--- src/rtl/wb_arbiter.sv ---
// ---------------------------------------------------------------------------
// wb_arbiter
//
// Writeback-stage arbiter for the register file write port. Two result
// sources are merged:
//   * the in-order main pipeline (MEM stage), which always has priority;
//   * a long-latency unit (mul/div, slow load), whose results arrive on a
//     valid/ready handshake and wait in a small FIFO until the main source
//     is idle.
// The winner of each cycle is registered onto the W outputs (1-cycle
// latency). A pending-write mask built from the queued entries is exported
// for the hazard unit. If the FIFO head waits too long, hold_req asks the
// hazard unit to freeze main-pipeline writes.
//
// Optional feature macro: WB_BYPASS_EN
//   Defined   : a long-latency result arriving while the FIFO is empty and
//               the main source is idle goes straight to the W registers.
//   Undefined : every long-latency result passes through the FIFO.
//
// Ports:
//   clk, rst              clock, synchronous active-high reset
//   regwriteM, rdM,       main-pipeline write request
//   resultM
//   lu_valid, lu_ready,   long-latency result handshake
//   lu_rd, lu_data
//   regwriteW, rdW,       registered register file write port
//   resultW
//   pend_mask             bit r set while any queued entry targets r
//   fifo_count            number of queued entries
//   hold_req              registered starvation hold request
// ---------------------------------------------------------------------------
module wb_arbiter #(
    parameter int WAD          = 5,
    parameter int WD           = 32,
    parameter int DEPTH        = 4,
    parameter int STARVE_LIMIT = 8
) (
    input  logic                         clk,
    input  logic                         rst,
    input  logic                         regwriteM,
    input  logic [WAD-1:0]               rdM,
    input  logic [WD-1:0]                resultM,
    input  logic                         lu_valid,
    output logic                         lu_ready,
    input  logic [WAD-1:0]               lu_rd,
    input  logic [WD-1:0]                lu_data,
    output logic                         regwriteW,
    output logic [WAD-1:0]               rdW,
    output logic [WD-1:0]                resultW,
    output logic [(2**WAD)-1:0]          pend_mask,
    output logic [$clog2(DEPTH+1)-1:0]   fifo_count,
    output logic                         hold_req
);

    localparam int NREG = 2**WAD;
    localparam int PW   = $clog2(DEPTH);
    localparam int CW   = $clog2(DEPTH+1);
    localparam int SW   = $clog2(STARVE_LIMIT+1);

    // FIFO storage and state
    logic [WAD-1:0] rd_mem   [DEPTH];
    logic [WD-1:0]  data_mem [DEPTH];
    logic           valid_reg [DEPTH];
    logic [PW-1:0]  wr_ptr_reg;
    logic [PW-1:0]  rd_ptr_reg;
    logic [CW-1:0]  count_reg;
    logic [CW-1:0]  count_next;

    // Starvation tracking
    logic [SW-1:0]  starve_reg;
    logic [SW-1:0]  starve_next;
    logic           popped_reg;
    logic           hold_reg;

    // Registered write port
    logic           regwrite_reg;
    logic [WAD-1:0] rd_reg;
    logic [WD-1:0]  result_reg;

    // Arbitration terms
    logic           main_win;
    logic           fifo_empty;
    logic           fifo_full;
    logic           accept;
    logic           bypass;
    logic           push;
    logic           pop;
    logic [WAD-1:0] head_rd;
    logic [WD-1:0]  head_data;

    // A main write to register 0 is treated as idle so the FIFO can drain.
    assign main_win   = regwriteM && (rdM != '0);
    assign fifo_empty = (count_reg == '0);
    // Fullness is judged on the registered count only: a same-cycle pop
    // does not open a slot for a same-cycle push.
    assign fifo_full  = (count_reg == CW'(DEPTH));
    assign lu_ready   = !rst && !fifo_full;
    assign accept     = lu_valid && lu_ready;

`ifdef WB_BYPASS_EN
    assign bypass = accept && fifo_empty && !main_win;
`else
    assign bypass = 1'b0;
`endif

    assign push = accept && !bypass;
    // An entry pushed into an empty FIFO is not visible until the next
    // cycle because fifo_empty comes from the registered count.
    assign pop  = !main_win && !fifo_empty;

    assign head_rd   = rd_mem[rd_ptr_reg];
    assign head_data = data_mem[rd_ptr_reg];

    // Per-entry storage, valid flags and pending-register decode
    logic [NREG-1:0] entry_mask [DEPTH];

    genvar gi;
    generate
        for (gi = 0; gi < DEPTH; gi++) begin : g_entry
            always_ff @(posedge clk) begin
                if (push && (wr_ptr_reg == PW'(gi))) begin
                    rd_mem[gi]   <= lu_rd;
                    data_mem[gi] <= lu_data;
                end
            end

            // Push and pop never hit the same slot: that would need the
            // FIFO to be both full (for the pop) and not full (for the push).
            always_ff @(posedge clk) begin
                if (rst) begin
                    valid_reg[gi] <= 1'b0;
                end else if (push && (wr_ptr_reg == PW'(gi))) begin
                    valid_reg[gi] <= 1'b1;
                end else if (pop && (rd_ptr_reg == PW'(gi))) begin
                    valid_reg[gi] <= 1'b0;
                end
            end

            assign entry_mask[gi] = valid_reg[gi] ? (NREG'(1) << rd_mem[gi]) : '0;
        end
    endgenerate

    always_comb begin
        pend_mask = '0;
        for (int e = 0; e < DEPTH; e++) begin
            pend_mask = pend_mask | entry_mask[e];
        end
    end

    always_comb begin
        count_next = count_reg;
        case ({push, pop})
            2'b10:   count_next = count_reg + CW'(1);
            2'b01:   count_next = count_reg - CW'(1);
            default: count_next = count_reg;
        endcase
    end

    // Counter saturates at the limit so hold_req stays asserted until the
    // head is finally drained.
    always_comb begin
        starve_next = starve_reg;
        if (fifo_empty || pop) begin
            starve_next = '0;
        end else if (starve_reg != SW'(STARVE_LIMIT)) begin
            starve_next = starve_reg + SW'(1);
        end
    end

    always_ff @(posedge clk) begin
        if (rst) begin
            wr_ptr_reg <= '0;
            rd_ptr_reg <= '0;
            count_reg  <= '0;
            starve_reg <= '0;
            popped_reg <= 1'b0;
            hold_reg   <= 1'b0;
        end else begin
            if (push) begin
                wr_ptr_reg <= wr_ptr_reg + PW'(1);
            end
            if (pop) begin
                rd_ptr_reg <= rd_ptr_reg + PW'(1);
            end
            count_reg  <= count_next;
            starve_reg <= starve_next;
            popped_reg <= pop;
            // Release happens one edge after the draining pop.
            if (starve_reg == SW'(STARVE_LIMIT)) begin
                hold_reg <= 1'b1;
            end else if (popped_reg) begin
                hold_reg <= 1'b0;
            end
        end
    end

    // Write port: main first, then FIFO head, then (optionally) bypass.
    // When nothing is written the address and data hold their last values.
    always_ff @(posedge clk) begin
        if (rst) begin
            regwrite_reg <= 1'b0;
            rd_reg       <= '0;
            result_reg   <= '0;
        end else if (main_win) begin
            regwrite_reg <= 1'b1;
            rd_reg       <= rdM;
            result_reg   <= resultM;
        end else if (pop) begin
            // A queued write to register 0 is consumed without a write.
            regwrite_reg <= (head_rd != '0);
            if (head_rd != '0) begin
                rd_reg     <= head_rd;
                result_reg <= head_data;
            end
        end else if (bypass) begin
            regwrite_reg <= (lu_rd != '0);
            if (lu_rd != '0) begin
                rd_reg     <= lu_rd;
                result_reg <= lu_data;
            end
        end else begin
            regwrite_reg <= 1'b0;
        end
    end

    assign regwriteW  = regwrite_reg;
    assign rdW        = rd_reg;
    assign resultW    = result_reg;
    assign fifo_count = count_reg;
    assign hold_req   = hold_reg;

endmodule

--- config.mk ---
export PLATFORM = sky130hd
export DESIGN_NAME = wb_arbiter
export DESIGN_NICKNAME = d
export VERILOG_FILES = /design/src/rtl/wb_arbiter.sv
export SDC_FILE = /design/constraint.sdc
export NUM_CORES = 1
export LEC_CHECK = 0
export BUFFER_PORTS_ARGS = -buffer_cell sky130_fd_sc_hd__buf_4
export CELL_PAD_IN_SITES_DETAIL_PLACEMENT = 2
export CELL_PAD_IN_SITES_GLOBAL_PLACEMENT = 2
export CORE_UTILIZATION = 40
export CTS_BUF_LIST = sky130_fd_sc_hd__clkbuf_4
export DETAILED_ROUTE_END_ITERATION = 8
export PLACE_DENSITY = 0.82
export SYNTH_ARGS = -nofsm -noshare
export SYNTH_HDL_FRONTEND = slang
export SYNTH_SLANG_ARGS = --single-unit
--- constraint.sdc ---
create_clock -name clk -period 3.4 [get_ports clk]
set_input_delay 0.17 -clock clk [delete_from_list [all_inputs] [get_ports clk]]
set_output_delay 0.17 -clock clk [all_outputs]
set_load 0.02 [all_outputs]
==> summary.md, run 1 <==
| Metric | Value |
|---|---|
| Status | complete, no violations |
| Post-route cell area | 12050 um2 |
| Proportion of layout cells with a drive suffix above 1 | 34.00% |
| Post-synthesis sequential area ratio | 59.70% |
| Core Box Area | 22850 um2 |
| Startpoint Class | register |
| Cells after synthesis | 695 |
| Final Hold Fails | 0 |
| Setup violators final | 0 |
| Post-cts sizing count | 0 |
| Max clock buf depth | 3 |
| Syn. warnings | 0 |
| Layout Nets | 998 |
| Clock root buffer | clkbuf_4 |
| Worst vdd ir | 0.4292 mV |
| R2R Path End | resultW[17] |
| Initial Util | 41.24% |
| Post-Synth Simple-Gate Area | 8.737% |
| Synthesized net count | 785 |
| Pleak | 4.295 nW |
| Relative slew margins | 28.09% |
| Clock latency at the later pin of the worst-skew pair | 720 ps |
| Worst-path clk slew | 90 ps |
| Post-synthesis compound-gate area fraction | 17.08% |
| Pwr Density | 664.2 nW/um2 |
| Max-cap violations | 0 |
| DRT antenna net count | 0 |
| Adder-cell share of the synthesized area | 1.673% |
| Max reg flops | 128 |
| Hold Startpoint | resultM[11] |
| First-pass GRT wire length | 57500 um |
| Max Freq | 342.4 MHz |
| Synth async-reset ratio | 0% |
| Die Y | 155.5 um |
| Mux cell area share after synthesis | 9.189% |
| Fillers | 2216 |
| Num CTS Buffers | 55 |
| Global route hottest layer | met2 |
| Register bit total from synthesis | 205 |
| Worst-case clock skew | 90.54 ps |
| PortBufs | 152 |
| WL final | 39630 um |
| Drt drc | 0 |
| Met2 GRT Util | 56.37% |
| GR Overflow Total | 0 |
| DP HPWL | 22720 um |
| Iteration-0 DRC Markers | 674 |
| Initial antenna violation count | 2 |
| RSZ-0062 raised after global routing | false |
| Hold WC Path Type | in -> reg |
| Die width | 155.5 um |
| Post-synth EDFFs | 152 |
| GRT met3 Usage | 6.267% |
| Critical path required time | 3230 ps |
| Htree depth | 2 |
| Number of global-route vias before repair | 8704 |
| # IOs | 153 |
| Setup_tns | 0 ps |
| Largest net degree at the start of global routing | 56 |
| Commonest non-fill, non-tap cell in the layout | buf_4 |
| Critical path endpoint category | output pin |
| Hold path cells | 4 |
| CTS tree | yes |
| Gp weighted congestion | 0.8721 |
| Drt via density | 6.192 |
| Post-placement cell area | 10870 um2 |
| Final Max Slew Viols | 0 |
| R2R Setup Slk | 620 ps |
| Mean Syn Cell Area | 13.56 um2 |
| XOR/XNOR Fraction of Synth Area | 0.4647% |
| Worst Reg-to-Reg Cells | 6 |
| Sink Count | 205 |
| Final Critical Period | 2921 ps |
| Row count | 55 |
| Routed WL per cell | 31.26 um |
| Min-Delay Endpoint | resultW[11] |
| Mapped Area | 9423 um2 |
| Fin crit share | 85.90% |
| Netlist cell types | 54 |
| Tot GR Track Use | 32.84% |
| Worst Tran Pin Value | 1076 ps |
| Post-synth top flop | edfxtp_1 |
| Crit Path Class | reg -> out |
| Initial DRT Pass Iterations | 5 |
| Met1 usage | 40.43% |
| WP data arrival | 2750 ps |
| Area Overhead vs Synth | 27.90% |
| Reg with most FFs | data_mem |
| Most frequent cells in the layout | 170 x buf_4, 152 x edfxtp_1, 90 x clkbuf_4, 74 x a211oi_1, 64 x nor2_1 |
| Largest family of logic cells by synthesized area | compound AO/OA/AOI/OAI gates |
| Max FO, Critical Path | 9 |
| Die footprint | 24170 um2 |
| Vias | 7851 |
==> where the power goes <==
group / switching, W / internal (W)
Combinational: 0.00138 / 0.000903
Sequential: 0.000280 / 0.00295
Clock: 0.00121 / 0.00127
==> kinds of logic (layout without fill, tap and decap cells) <==
logic type / after synthesis / after routing
compound gates: 197 / 197
xor+xnor: 5 / 5
fa+ha+maj: 12 / 12
buf+inv: 71 / 329
flops: 205 / 205
mux: 41 / 41
other cells: 0 / 2
simple gates: 164 / 164
==> synth_stat cells, types with 3 or more instances <==
master	instances	area (um2)
buf_6	4	45.04
o22ai_1	5	31.28
o221a_1	30	337.8
a22oi_1	13	97.59
nand2_1	20	75.07
mux2i_1	4	40.04
nor3_1	7	35.03
nor3b_1	5	37.54
a221o_1	3	30.03
clkbuf_1	49	183.9
nand3_1	13	65.06
dfxtp_1	53	1061
a211oi_1	74	555.5
o21ai_0	5	25.02
nand3b_1	5	37.54
nand2b_1	6	37.54
o21bai_1	3	22.52
nor2b_1	9	56.30
edfxtp_1	152	4564
or2_2	5	31.28
and3_1	6	37.54
a21oi_1	18	90.09
nor2_1	64	240.2
inv_1	13	48.80
or3b_2	4	35.03
mux4_2	35	788.3
o221ai_1	20	175.2
a32oi_1	4	35.03
and2_1	8	50.05
o211ai_1	6	45.04
xor2_1	3	26.28
or3_1	4	25.02
ha_1	11	137.6
a211o_1	6	52.55
==> final cells by class <==
class                           count  area, um2  area share (%)
Multi-Input combinational cell    419       3518           29.19
Clock buffer                       90      675.6           5.606
Inverter                           15      56.30          0.4672
Sequential cell                   205       5628           46.70
Antenna cell                        2      5.005         0.04153
Clock inverter                     12      80.08          0.6644
Tap cell                          313      391.6           3.250
Timing Repair Buffer              212       1697           14.08
==> worst max-delay path, cell delays in order, from the launching register on <==
cell      delay [ps]
edfxtp_1         590
nor2b_1          610
and3_1           350
a22oi_1          170
o221ai_1         160
buf_4            180
==> metal layers <==
metal	share of wire [%]	routed length, um
met4	3.6	1434
met3	5.8	2317
met1	40	15800
met5	0	0
met2	51	20080
==> per-stage QoR <==
stage          hold WS [ps]  cells  power [W]  util, %  setup WS [ps]
6_report              47.28   1268   0.008004    52.75          479.4
5_1_grt               29.13   1268   0.008288    52.75          393.5
4_1_cts               11.43   1266   0.007903    52.73          531.9
3_5_place_dp          374.7   1122   0.005363    47.58          687.0
3_3_place_gp          368.0   1122   0.005200    47.58          811.5
2_1_floorplan         268.9    695   0.004507        -          770.3
==> repair_timing <==
action	CTS	global route
hold buffers	42	0
setup endpoints to repair	0	0
hold endpoints to repair	153	0
buffers inserted	0	0
==> worst max path at each step <==
| stage | from | endpoint | slack (ps) | cells past startpoint |
|---|---|---|---|---|
| 6_report | rd_mem[1][1] | pend_mask[17] | 480 | 5 |
| 5_1_grt | rd_mem[1][1] | pend_mask[17] | 390 | 5 |
| 4_1_cts | rd_mem[1][1] | pend_mask[17] | 530 | 5 |
| 3_5_place_dp | register | resultW[13] | 690 | 6 |
| 3_3_place_gp | register | resultW[17] | 810 | 6 |
| 2_1_floorplan | fifo_count[0] | valid_reg[1] | 770 | 5 |
Power figures use the tool's default switching activity.
==> run 2, diff against run 1 <==
- BUFFER_PORTS_ARGS: -buffer_cell sky130_fd_sc_hd__buf_4 -> -buffer_cell sky130_fd_sc_hd__buf_2
==> run 2 against run 1 <==
Net effect:
- first-iteration DRC count fell by 26%
- routed wire length down 6.2%
- total power down 2.8%
- design area decreased by 2.9%
- cell count grew 0.16%
- count of clock-buffer cells in the layout grew 3
- via count fell by 2.5%
- critical path depth decreased by 1
- non-clock buffer count is 3 higher
- sequential cell count did not move
- critical path type unchanged
==> summary.md, run 2 (same netlist as run 1, synthesis figures left out) <==
| Metric | Value |
|---|---|
| Worst-path clk slew | 100 ps (about the same) |
| Final Hold Fails | 0 (unchanged) |
| Drt via density | 6.024 (-2.7%) |
| Final Critical Period | 2854 ps (-66.72 ps) |
| Crit Path Class | reg -> out |
| Pwr Density | 664.8 nW/um2 (about the same) |
| Gp weighted congestion | 0.9370 (+7.4%) |
| Proportion of layout cells with a drive suffix above 1 | 34.35% (+0.35 points) |
| Die footprint | 24170 um2 (unchanged) |
| Die Y | 155.5 um (unchanged) |
| Area Overhead vs Synth | 24.15% |
| Met1 Routed Length | 15110 um (-4.4%) |
| Startpoint Class | register |
| Worst vdd ir | 0.4335 mV (+1.0%) |
| Max-cap violations | 0 (unchanged) |
| Pleak | 4.233 nW (-1.4%) |
| RSZ-0062 raised after global routing | false |
| Crit path buf inv count | 1 (unchanged) |
| Worst-path cell chain | nor3b_1, a22oi_1, o221ai_1, buf_2 |
| Cell family with most CP delay | simple AND/OR/NAND/NOR gates |
| CP max stage cell | nor3b_1 |
| Overall Power | 0.007777 W (-2.8%) |
| Reg-to-Reg Start | rd_mem[2][2] |
| Core Box Area | 22850 um2 (unchanged) |
| Max reg flops | 128 (unchanged) |
| Vias | 7651 (-2.5%) |
| Highest metal used | met4 |
| Initial DRT Pass Iterations | 8 (+3) |
| Min-Delay Endpoint | resultW[26] |
| Iteration-0 DRC Markers | 497 (-26%) |
| Status | complete, no violations |
| First-pass GRT wire length | 55980 um (-2.6%) |
| Worst Tran Pin Value | 1063 ps (-13.24 ps) |
| Largest net degree at the start of global routing | 55 (-1.8%) |
| Final worst slack | 546.1 ps (+66.72 ps) |
| Clock root buffer | clkbuf_4 |
| Final Max Slew Viols | 0 (unchanged) |
| Area of the multi-input gates | 3518 um2 (unchanged) |
| DRT antenna net count | 0 (unchanged) |
| WP data arrival | 2680 ps (-70 ps) |
| Initial antenna violation count | 2 (unchanged) |
| Sink Count | 205 (unchanged) |
| Fin crit share | 83.94% (-2.0 points) |
| DP HPWL | 23080 um (+1.6%) |
| Setup violators final | 0 (unchanged) |
| Num CTS Buffers | 54 (-1.8%) |
| Routed met3 length | 2162 um (-6.7%) |
| Metal2 WL | 18960 um (-5.6%) |
| Max clock buf depth | 3 (unchanged) |
| Crit-path max cell delay | 920 ps (+310 ps) |
| Worst Reg-to-Reg Cells | 5 (-1) |
| Drt drc | 0 (unchanged) |
| Worst-case clock skew | 85.23 ps (-5.309 ps) |
| Number of global-route vias before repair | 8488 (-2.5%) |
| Layout Nets | 1000 (+0.20%) |
| WL final | 37200 um (-6.2%) |
| # IOs | 153 (unchanged) |
| Fillers | 2248 (+1.4%) |
| Routed WL per cell | 29.29 um (-6.3%) |
| Post-cts sizing count | 0 (unchanged) |
| Reg with most FFs | data_mem |
| Most frequent cells in the layout | 152 x edfxtp_1, 152 x buf_2, 93 x clkbuf_4, 74 x a211oi_1, 64 x nor2_1 |
| Dpl ws | 770.2 ps (+83.21 ps) |
| Relative slew margins | 28.97% (+0.88 points) |
| Tot GR Track Use | 31.54% (-1.3 points) |
| Hold Startpoint | resultM[26] |
| Htree depth | 2 (unchanged) |
| Die width | 155.5 um (unchanged) |
| R2R Path End | resultW[7] |
| Critical path endpoint category | output pin |
| PortBufs | 152 (unchanged) |
| CTS tree | yes |
| R2R Setup Slk | 720 ps (+100 ps) |
| Critical path required time | 3230 ps (about the same) |
| Max FO, Critical Path | 10 (+1) |
| Hold WC Path Type | in -> reg |
| Row count | 55 (unchanged) |
| Clock latency at the later pin of the worst-skew pair | 710 ps (about the same) |
| Initial Util | 41.24% (unchanged) |
| Storage cell area | 5628 um2 (unchanged) |
| GR Overflow Total | 0 (unchanged) |
| Setup_tns | 0 ps (unchanged) |
| Hold path cells | 4 (unchanged) |
| Max Freq | 350.4 MHz (+2.3%) |
run 2: worst max path at each step:
stage / start / endpoint / depth (start not counted)
detailed placement: register / resultW[22] / 5
global route: rd_mem[0][3] / pend_mask[20] / 4
global placement: rd_mem[2][4] / resultW[17] / 5
finish: rd_mem[0][3] / pend_mask[20] / 4
CTS: rd_mem[0][3] / pend_mask[20] / 4
floorplan: fifo_count[0] / valid_reg[1] / 5
run 2: repair_timing:
item                      CTS  global route
setup buffers               0             0
hold buffers               42             0
hold endpoints to repair  153             0
run 2: where the power goes:
part / switching (W) / internal (W)
registers: 0.000273 / 0.00295
logic: 0.00131 / 0.000793
clock network: 0.00115 / 0.00130
run 2: final cells by class:
| class | count | share of cell area (%) |
|---|---|---|
| diodes | 2 | 0.04278 |
| well taps | 313 | 3.348 |
| flip-flops and latches | 205 | 48.11 |
| repair buffers | 215 | 11.44 |
| clock inverters | 8 | 0.5348 |
| clock buffers | 93 | 5.968 |
| inverters | 15 | 0.4813 |
| multi-input cells | 419 | 30.07 |
run 2: layer usage:
metal / track usage, % / up-vias
met4: 12.09 / 0
met3: 5.376 / 72
met1: 39.75 / 3978
li1: - / 3273
met5: 0 / -
met2: 54.20 / 328
run 2: through the flow:
step | std cells | instance area, um2 | hold WS (ps) | util, %
detailed placement | 1125 | 10510 | 389.2 | 46.01
CTS | 1268 | 11690 | 2.681 | 51.18
finish | 1270 | 11700 | 26.34 | 51.20
floorplan | 695 | 9423 | 268.9 | -
global route | 1270 | 11700 | 9.685 | 51.20
global placement | 1125 | 10510 | 379.6 | 46.01
run 2: worst min-delay path, delay by kind of cell:
family / cells / cell delay, ps
compound gates: 3 / 460
buf+inv: 1 / 80
==> run 3, diff against run 2 <==
- clock period: 3.4 -> 2.9 ns (I/O delays scaled with it)
==> run 3 against run 2 <==
Net effect:
- register-to-register slack got worse by 490 ps
- die area did not move
- design area up 1.5%
- non-clock buffer count rose by 16
- total power up 18%
- clock skew is 6.4 ps lower
- cell count increased by 1.3%
- critical path type unchanged
==> summary.md, run 3 (same netlist as run 1, synthesis figures left out) <==
| Metric | Value |
|---|---|
| Status | complete, no violations |
| Die Y | 155.5 um (unchanged) |
| Relative slew margins | 51.46% (+22 points) |
| Max clock buf depth | 3 (unchanged) |
| Clock root buffer | clkbuf_4 |
| Setup violators final | 0 (unchanged) |
| Iteration-0 DRC Markers | 654 (+32%) |
| GR Overflow Total | 0 (unchanged) |
| Max Freq | 361.2 MHz |
| Final Critical Period | 2769 ps |
| Dpl ws | 322.9 ps (-447.3 ps) |
| Initial Util | 41.24% (unchanged) |
| Fin util | 51.96% (+0.76 points) |
| Row count | 55 (unchanged) |
| Hold WC Path Type | in -> reg |
| Most frequent cells in the layout | 152 x edfxtp_1, 152 x buf_2, 87 x clkbuf_4, 74 x a211oi_1, 64 x nor2_1 |
| PortBufs | 152 (unchanged) |
| Area of the multi-input gates | 3518 um2 (unchanged) |
| Final Hold Fails | 0 (unchanged) |
| WL final | 38110 um (+2.5%) |
| Hold WS | 5.546 ps (-20.79 ps) |
| Largest net degree at the start of global routing | 55 (unchanged) |
| Post-route cell area | 11870 um2 (+1.5%) |
| Max-cap violations | 0 (unchanged) |
| Pwr Density | 775.6 nW/um2 (+17%) |
| Htree depth | 2 (unchanged) |
| Worst-case clock skew | 78.85 ps (-6.382 ps) |
| Die footprint | 24170 um2 (unchanged) |
| Final worst slack | 131.5 ps (-414.6 ps) |
| Post-CTS setup buffer count | 0 (unchanged) |
| Pleak | 4.304 nW (+1.7%) |
| Initial antenna violation count | 2 (unchanged) |
| Fin crit share | 95.47% |
| Drt via density | 6.104 (+1.3%) |
| Num CTS Buffers | 56 (+3.7%) |
| WP data arrival | 2620 ps (-60 ps) |
| Max FO, Critical Path | 9 (-1) |
| Clock latency at the later pin of the worst-skew pair | 730 ps (+20 ps) |
| Worst Tran Pin Value | 726.5 ps (-336.6 ps) |
| Fillers | 2209 (-1.7%) |
| Worst-path clk slew | 70 ps (-30 ps) |
| Gp weighted congestion | 0.9621 (+2.7%) |
| Tot GR Track Use | 32.19% (+0.65 points) |
| Reg with most FFs | data_mem |
| Die width | 155.5 um (unchanged) |
| # IOs | 153 (unchanged) |
| Initial DRT Pass Iterations | 7 (-1) |
| Proportion of layout cells with a drive suffix above 1 | 33.95% (-0.39 points) |
| Sink Count | 205 (unchanged) |
| First-pass GRT wire length | 56410 um (+0.78%) |
| Area Overhead vs Synth | 25.99% |
| Post-placement cell area | 10580 um2 (+0.64%) |
| Setup_tns | 0 ps (unchanged) |
| Final Max Slew Viols | 0 (unchanged) |
| Number of global-route vias before repair | 8606 (+1.4%) |
| Post-cts sizing count | 0 (unchanged) |
| Worst vdd ir | 0.3803 mV (-12%) |
| RSZ-0062 raised after global routing | false |
| Startpoint Class | register |
| DP HPWL | 22950 um (-0.58%) |
| Layout Nets | 1018 (+1.8%) |
| Max reg flops | 128 (unchanged) |
| Drt drc | 0 (unchanged) |
| Vias | 7856 (+2.7%) |
| Core Box Area | 22850 um2 (unchanged) |
| Routed WL per cell | 29.61 um (+1.1%) |
| CTS tree | yes |
| Critical path required time | 2760 ps (-470 ps) |
| Crit Path Class | reg -> out |
| Critical path endpoint category | output pin |
| Storage cell area | 5628 um2 (unchanged) |
| DRT antenna net count | 0 (unchanged) |
run 3: layout make-up:
class                   instances  share of cell area (%)
flip-flops and latches        205                   47.41
multi-input cells             419                   29.64
repair buffers                231                   12.86
clock buffers                  87                   5.502
well taps                     313                   3.299
clock inverters                15                  0.7799
inverters                      15                  0.4743
diodes                          2                 0.04216
run 3: worst max-delay path, cell delays in order (launching register included):
cell and delay (ps):
edfxtp_1 590, nor2_1 470, and3_1 380, a22oi_1 180, o221ai_1 130, buf_2 200
run 3: layer usage:
layer | global-route usage, % | share of wire [%] | vias up
met5 | 0 | 0 | -
met4 | 15.59 | 3.9 | 0
met3 | 6.908 | 7.2 | 94
met2 | 54.39 | 50 | 430
met1 | 39.17 | 38 | 4024
li1 | - | - | 3308
run 3: power by group:
| group | internal, W | total, W | switching, W |
|---|---|---|---|
| sequential | 0.00346 | 0.00377 | 0.000310 |
| combinational | 0.000969 | 0.00257 | 0.00160 |
| clock | 0.00146 | 0.00287 | 0.00141 |
run 3: worst paths after layout:
check	start	endpoint	slack (ps)	cells after the start
setup / recovery	rd_mem[1][1]	pend_mask[16]	130	5
setup reg to reg	rd_mem[2][4]	resultW[15]	230	5
hold / removal	resultM[17]	resultW[17]	6	4
hold reg to reg	hold_req	hold_req	480	2
run 3: what timing repair did:
| action | in CTS | in global routing |
|---|---|---|
| setup endpoints to repair | 0 | 0 |
| hold buffers | 54 | 0 |
| hold endpoints to repair | 165 | 0 |
run 3: per-stage QoR:
stage / instances / total power (W)
2_1_floorplan: 695 / 0.005284
3_3_place_gp: 1129 / 0.006002
3_5_place_dp: 1129 / 0.006206
4_1_cts: 1285 / 0.009125
5_1_grt: 1287 / 0.009564
6_report: 1287 / 0.009208
